[src/rtl/mult_sequencer.sv]
// Operand FIFO feeding a cyclic multiplier: pairs are queued, issued one at a
// time with a load pulse, and each product is held on out_p until downstream takes it.
module mult_sequencer #(
    parameter int W     = 4,
    parameter int DEPTH = 2
) (
    input  logic             clk,
    input  logic             rst_n,
    input  logic             in_valid,
    output logic             in_ready,
    input  logic [W-1:0]     in_a,
    input  logic [W-1:0]     in_b,
    output logic             mult_load,
    output logic [W-1:0]     mult_a,
    output logic [W-1:0]     mult_b,
    input  logic [2*W-1:0]   mult_p,
    input  logic             mult_valid,
    output logic             out_valid,
    input  logic             out_ready,
    output logic [2*W-1:0]   out_p,
    output logic             busy,
    output logic [7:0]       ops_done
);

    localparam int AW = (DEPTH > 1) ? $clog2(DEPTH) : 1;
    localparam int CW = $clog2(DEPTH + 1);

    typedef enum logic [2:0] {
        IDLE      = 3'd0,
        LOAD      = 3'd1,
        WAIT_LOW  = 3'd2,
        WAIT_HIGH = 3'd3,
        OUT       = 3'd4
    } state_t;

    state_t         state;
    logic [W-1:0]   fifo_a [DEPTH];
    logic [W-1:0]   fifo_b [DEPTH];
    logic [AW-1:0]  wr_ptr;
    logic [AW-1:0]  rd_ptr;
    logic [CW-1:0]  count;
    logic           push;
    logic           pop;

    // Handshakes: a transfer happens on a rising edge where valid && ready are
    // both high; valid never waits on ready, and ready never waits on valid.
    assign in_ready = (count < CW'(DEPTH));
    assign push     = in_valid && in_ready;
    assign pop      = (state == IDLE) && (count != '0);
    assign busy     = (state != IDLE);

    // Storage carries no reset; entries are only read when count says they are live.
    always_ff @(posedge clk) begin
        if (push) begin
            fifo_a[wr_ptr] <= in_a;
            fifo_b[wr_ptr] <= in_b;
        end
    end

    always_ff @(posedge clk or negedge rst_n) begin
        if (!rst_n) begin
            wr_ptr <= '0;
            rd_ptr <= '0;
            count  <= '0;
        end else begin
            if (push) wr_ptr <= wr_ptr + 1'b1;
            if (pop)  rd_ptr <= rd_ptr + 1'b1;
            case ({push, pop})
                2'b10:   count <= count + 1'b1;
                2'b01:   count <= count - 1'b1;
                default: count <= count;
            endcase
        end
    end

    always_ff @(posedge clk or negedge rst_n) begin
        if (!rst_n) begin
            state     <= IDLE;
            mult_load <= 1'b0;
            mult_a    <= '0;
            mult_b    <= '0;
            out_p     <= '0;
            out_valid <= 1'b0;
            ops_done  <= '0;
        end else begin
            case (state)
                IDLE: begin
                    mult_load <= 1'b0;
                    if (pop) begin
                        mult_a    <= fifo_a[rd_ptr];
                        mult_b    <= fifo_b[rd_ptr];
                        mult_load <= 1'b1;
                        state     <= LOAD;
                    end
                end
                LOAD: begin
                    mult_load <= 1'b0;
                    state     <= WAIT_LOW;
                end
                // The multiplier drops mult_valid once it has taken the load.
                WAIT_LOW: begin
                    if (!mult_valid) state <= WAIT_HIGH;
                end
                WAIT_HIGH: begin
                    if (mult_valid) begin
                        out_p     <= mult_p;
                        out_valid <= 1'b1;
                        state     <= OUT;
                    end
                end
                OUT: begin
                    if (out_ready) begin
                        out_valid <= 1'b0;
                        ops_done  <= ops_done + 8'd1;
                        state     <= IDLE;
                    end
                end
                default: begin
                    mult_load <= 1'b0;
                    out_valid <= 1'b0;
                    state     <= IDLE;
                end
            endcase
        end
    end

endmodule
[config.mk]
export PLATFORM = sky130hd
export DESIGN_NAME = mult_sequencer
export DESIGN_NICKNAME = d
export VERILOG_FILES = /design/src/rtl/mult_sequencer.sv
export SDC_FILE = /design/constraint.sdc
export NUM_CORES = 1
export LEC_CHECK = 0
export CORE_ASPECT_RATIO = 1.25
export CORE_UTILIZATION = 44
export DETAILED_ROUTE_END_ITERATION = 8
export PLACE_DENSITY_LB_ADDON = 0.15
export SYNTH_ARGS = -nofsm -noshare
export SYNTH_HDL_FRONTEND = slang
export SYNTH_SLANG_ARGS = --single-unit
[constraint.sdc]
create_clock -name clk -period 1.6 [get_ports clk]
set_input_delay 0.16 -clock clk [delete_from_list [all_inputs] [get_ports clk]]
set_output_delay 0.16 -clock clk [all_outputs]
set_load 0.05 [all_outputs]
* After elaboration in Yosys (flattened, before gate mapping)
Memory sizes are Yosys's and may differ from the RTL's. A register that Yosys moved wholly into a read port is not among the register bits. Index checks and enable logic that the tools add are counted.
Storage, ports and cells: ROM bits 0, logic and storage cells 55, memories 2, bits in writable memories 16, latch bits 0, output and inout port bits 28, bits in registers 25
Memory list:
- fifo_a | words 2, bits a word 4, read ports 1, clocked after Yosys merged registers in 1, wr ports 1, line 37 | logic [W-1:0] fifo_a [DEPTH];
- fifo_b | words 2, bits a word 4, read ports 1, clocked after Yosys merged registers in 1, wr ports 1, line 38 | logic [W-1:0] fifo_b [DEPTH];
Operators by class: bitwise logic cells 1, div/mod/pow operators 0, reduce and logical (&&, ||, !) cells 15, multipliers 0, $add $sub $neg 5, shift-type cells 0, equal/unequal tests 10, $lt $le $gt $ge 1, mux-type cells 13
Operators by type and width (number):
- $pmux W3 S5 | 1
- $mux W3 | 4
- $add A8 B1 Y8 const B | 1
- $ne A2 B2 Y1 const B | 4
- $eq A3 B2 Y1 const B | 2
- $reduce_and A2 Y1 | 3
- $reduce_or A3 Y1 | 2
- $mux W1 | 5
- $pmux W2 S2 | 1
- $reduce_and A4 Y1 | 1
- $reduce_bool A2 Y1 | 2
- $eq A3 B1 Y1 const B | 1
- $eq A3 B3 Y1 const B | 1
- $logic_not A3 Y1 | 1
- $pmux W1 S3 | 1
- $reduce_and A3 Y1 | 1
- $reduce_bool A3 Y1 | 1
- $add A1 B1 Y1 const B | 2
- $add A2 B1 Y2 const B | 1
- $eq A2 B1 Y1 const B | 1
- $eq A2 B2 Y1 const B | 1
- $logic_and A1 B1 Y1 | 2
- $logic_not A1 Y1 | 2
- $lt A2 B2 Y1 const B | 1
- 3 further kinds | 3

* Longest topological paths before layout
Gate-level depths: netlist of run 1.
depth after elaboration 4, mapped depth 8

* Least setup slack after synthesis of run 1
No wires, ideal clock.
kind reg2reg, start reg state[2], end reg count[1], period minus slack after synthesis 1.770 ns, path slack -0.170 ns, arrival time 1.630 ns, cell stages (with the launch flop) 8, required time 1.459 ns, cell sequence dfrtp_1 > buf_6 > or3_4 > nor2_4 > buf_12 > ha_1 > nor2_1 > xnor2_1
On the way: longest elaborated chain between the ends 4, elaborated cells between the ends (all ways) 6, classes of those cells eq/ne (2); mux (1); reduce/logical (3)
RTL lines:
- start, declared | line 36 | state_t state;
- start signal, assigned | line 78 | state <= IDLE;
- start signal, assigned | line 93 | state <= LOAD;
- start signal, assigned | line 98 | state <= WAIT_LOW;
- $logic_not A3 Y1 (*) | line 49 | assign pop = (state == IDLE) && (count != '0);
- $logic_and A1 B1 Y1 (*) | line 49
- net pop | line 43 | logic pop;
- $eq A2 B1 Y1 or $eq A2 B2 Y1 (tied branches) | line 68 | case ({push, pop})
- $pmux W2 S2 or $reduce_bool A2 Y1 (tied branches)
- end signal, assigned | line 69 | 2'b10: count <= count + 1'b1;
- end signal, assigned | line 70 | 2'b01: count <= count - 1'b1;
- end signal, assigned | line 71 | default: count <= count;
- end, declared | line 41 | logic [CW-1:0] count;
Mark *: on every way through the listed nets, which the timed path passes. The rest lies on a longest branch. A chain may end at the register's enable or synchronous reset.

* Worst setup path in the final report of run 1
start reg state[1], end reg mult_b[2] (read register of fifo_b)
On the way: longest elaborated chain between the ends 3
RTL lines:
- $logic_not A3 Y1 (*) | line 49, 86
- $logic_and A1 B1 Y1 | line 49
- $reduce_and A2 Y1 (no line) (*)
- end, declared | line 15 | output logic [W-1:0] mult_b,
Mark *: on every way between the ends. The rest lies on a longest branch, timed or not.

==> impl_metrics.toml, run 1 <==
[sta]
min_period_ns = 1.54
maxSlewViolCount = 0
fin_worst_skew_ns = 0.00532
fin_tns_setup_ns = 0
rsz0062_at_grt = "no"
setup_ws_ns = 0.0584
fmax_mhz = 649
fin_crit_sh_pct = 96.3
whs_ns = 0.259
max_slew.worst_pin.slew_ns = 0.417
final_hold_viol_count = 0
relSlewSlack_pct = 72.2
setup_viol = 0

[layout]
stdcell_count = 246
area_growth_pct = 33.6
drive_above_1_share_pct = 41.0
n_fill_cell = 365
finalNetCount = 210
diodes = 0

[routing]
highest_layer = "met4"
drt_first_iter_violations = 44
via_per_inst = 4.85
dr_wl_met2_mm = 1.85
dr_wl_met3_um = 168
final_antenna_net_count = 0
drc = 0
dr.pass1.iters = 3
vias = 1193
drt-total-wl_mm = 3.42
post_drt_wl_per_cell_um = 13.9
drt-met1-wl_mm = 1.34

[logic_synthesis]
synth.most_common_cell = "dfrtp_1"
synthDominantCellAreaShare_pct = 41.4
synth_nets = 151
synth_edf_count = 16
synthFlopType = "dfrtp_1"
synth_warnings = 0
synth_cells = 128
ys_ff_latch = 49
synthesis.area_mm2 = 0.00200
yosysUniqueCellTypes = 29
yosys-top-cells-count = "33 x dfrtp_1, 18 x mux2_2, 16 x edfxtp_1"
ys_async_sr_fraction_pct = 67.3
ys_seq_area_share_pct = 65.5
avgSynthCellArea_um2 = 15.6
yosys.area.top_type = "dfrtp_1"
synth.area.top_cells = "dfrtp_1 41%, edfxtp_1 24%, mux2_2 10%"

[die]
rows = 27
start_util_pct = 45.4
ioPinCount = 49
die_area_mm2 = 0.00481
dieWidth_um = 62.2
core_mm2 = 0.00439
die_h_um = 77.3

[placement]
dp_hpwl_mm = 2.48
place_congestion = 0.786
dpl.cell_count = 238
port_buffers = 48
post-place-ws_ns = 0.0587

[status]
status = "finished clean"

[global_route]
track_usage_pct = 15.5
gr-total-overflow = 0
grt_pass1_vias = 1221
grt_max_degree = 34
grt_pass1_wl_mm = 5.55
antenna_found_initial = 0

[clocking]
cts_resized = 0
holdBufCountCts = 0
numClockSinks = 49
cts_buffer_depth = 2
cts_tree = "done"
post_cts_buffers = 0
clkLatencyLatePin_ns = 0.30
cts_buffers = 5
cts_root_buffer = "clkbuf_8"
clk_pin_slew_ns = 0.09
h-tree-depth = 2

[critical_path]
cp.arrival_ns = 1.73
startpoint_type = "flip-flop"
required_ns = 1.79
cp-end-kind = "flip-flop"
crit_type = "flip-flop to flip-flop"
crit_fanout = 8

[power]
power.leakage_nw = 1.14
vdd_drop_max_uv = 1250
power_density_mw_per_mm2 = 2170
power.total_mw = 5.78

[job]
drv_cap = 0

[hold_path]
hold_class = "input pin to async pin"
-- path summary, 6_finish.rpt --
kind	start	endpoint	cells after the start	slack, ns
max	state[1]	mult_b[2]	4	0.06
min	rst_n	mult_a[1]	2	0.26
max reg2reg	state[1]	mult_b[2]	4	0.06
min reg2reg	ops_done[7]	ops_done[7]	1	0.48
max in group asynchronous	rst_n	ops_done[7]	2	1.04
min in group clk	in_a[1]	fifo_a[0][1]	1	0.44
-- routing by layer --
metal,vias up,GRT usage [%]
met5,-,0
met4,0,6.98
met3,5,5.21
met2,30,28.2
met1,588,15.8
li1,570,-
-- cells in the final DEF (no fill, tap or decap), types with 2 or more instances in the layout --
cell              n
buf_12            3
nand2_1           9
edfxtp_1         16
o21ai_0           3
nor3_1            3
mux2_2           18
xor2_1            4
buf_4            33
and3_1            2
mux2_4            7
xnor2_1           8
nor2_1            4
dfrtp_1          33
clkbuf_8          5
clkdlybuf4s50_1  20
nand4_1           2
-- final cells by class --
cell class	count	area (µm²)	share of cell area, %
flip-flops and latches	49	1310	49.0
multi-input cells	74	661	24.8
repair buffers	56	508	19.1
well taps	58	72.6	2.72
clock buffers	5	68.8	2.58
clock inverters	3	46.3	1.74
inverters	1	3.75	0.141
-- per-stage QoR --
| step | cell area (µm²) | utilization, % |
|---|---|---|
| after floorplan | 2010 | - |
| after global placement | 2550 | 58.1 |
| after detailed placement | 2550 | 58.1 |
| after CTS | 2670 | 60.7 |
| after global routing | 2670 | 60.7 |
| final | 2670 | 60.7 |
-- sequential cells by signal, indices dropped and copies added (netlist names) --
signal,cells
fifo_a,8
mult_a,4
rd_ptr,1
out_valid,1
mult_b,4
state,3
count,2
wr_ptr,1
mult_load,1
ops_done,8
fifo_b,8
out_p,8
-- where the power goes --
group / switching, mW / internal, mW
Sequential: 0.286 / 1.74
Combinational: 1.66 / 1.23
Clock: 0.399 / 0.468
-- cell families (layout without fill, tap and decap cells) --
group                    after synthesis  in the layout  synth area share (%)
XOR/XNOR                              12             12                  5.27
buffers and inverters                  5             65                  2.19
AND/OR/NAND/NOR                       30             30                  8.96
AO/OA/AOI/OAI                          5              5                  1.44
multiplexers                          25             25                  15.4
flip-flops                            49             49                  65.5
adder cells (fa/ha/maj)                2              2                  1.25
-- critical path, cell delays in order, from the launching register on --
cell     delay, ns
dfrtp_1       0.38
or3_4         0.41
nor2_4        0.18
buf_12        0.17
mux2_4        0.30
Note: power is estimated with default switching activity, not from simulation.
==> run 2, diff against run 1 <==
--- a/config.mk
+++ b/config.mk
@@ -5,6 +5,7 @@
 export SDC_FILE = /design/constraint.sdc
 export NUM_CORES = 1
 export LEC_CHECK = 0
+export CAP_MARGIN = 0
 export CORE_ASPECT_RATIO = 1.25
 export CORE_UTILIZATION = 44
 export DETAILED_ROUTE_END_ITERATION = 8
==> results of run 2 <==
No change in the layout: final DEF, timing and power equal those of run 1.
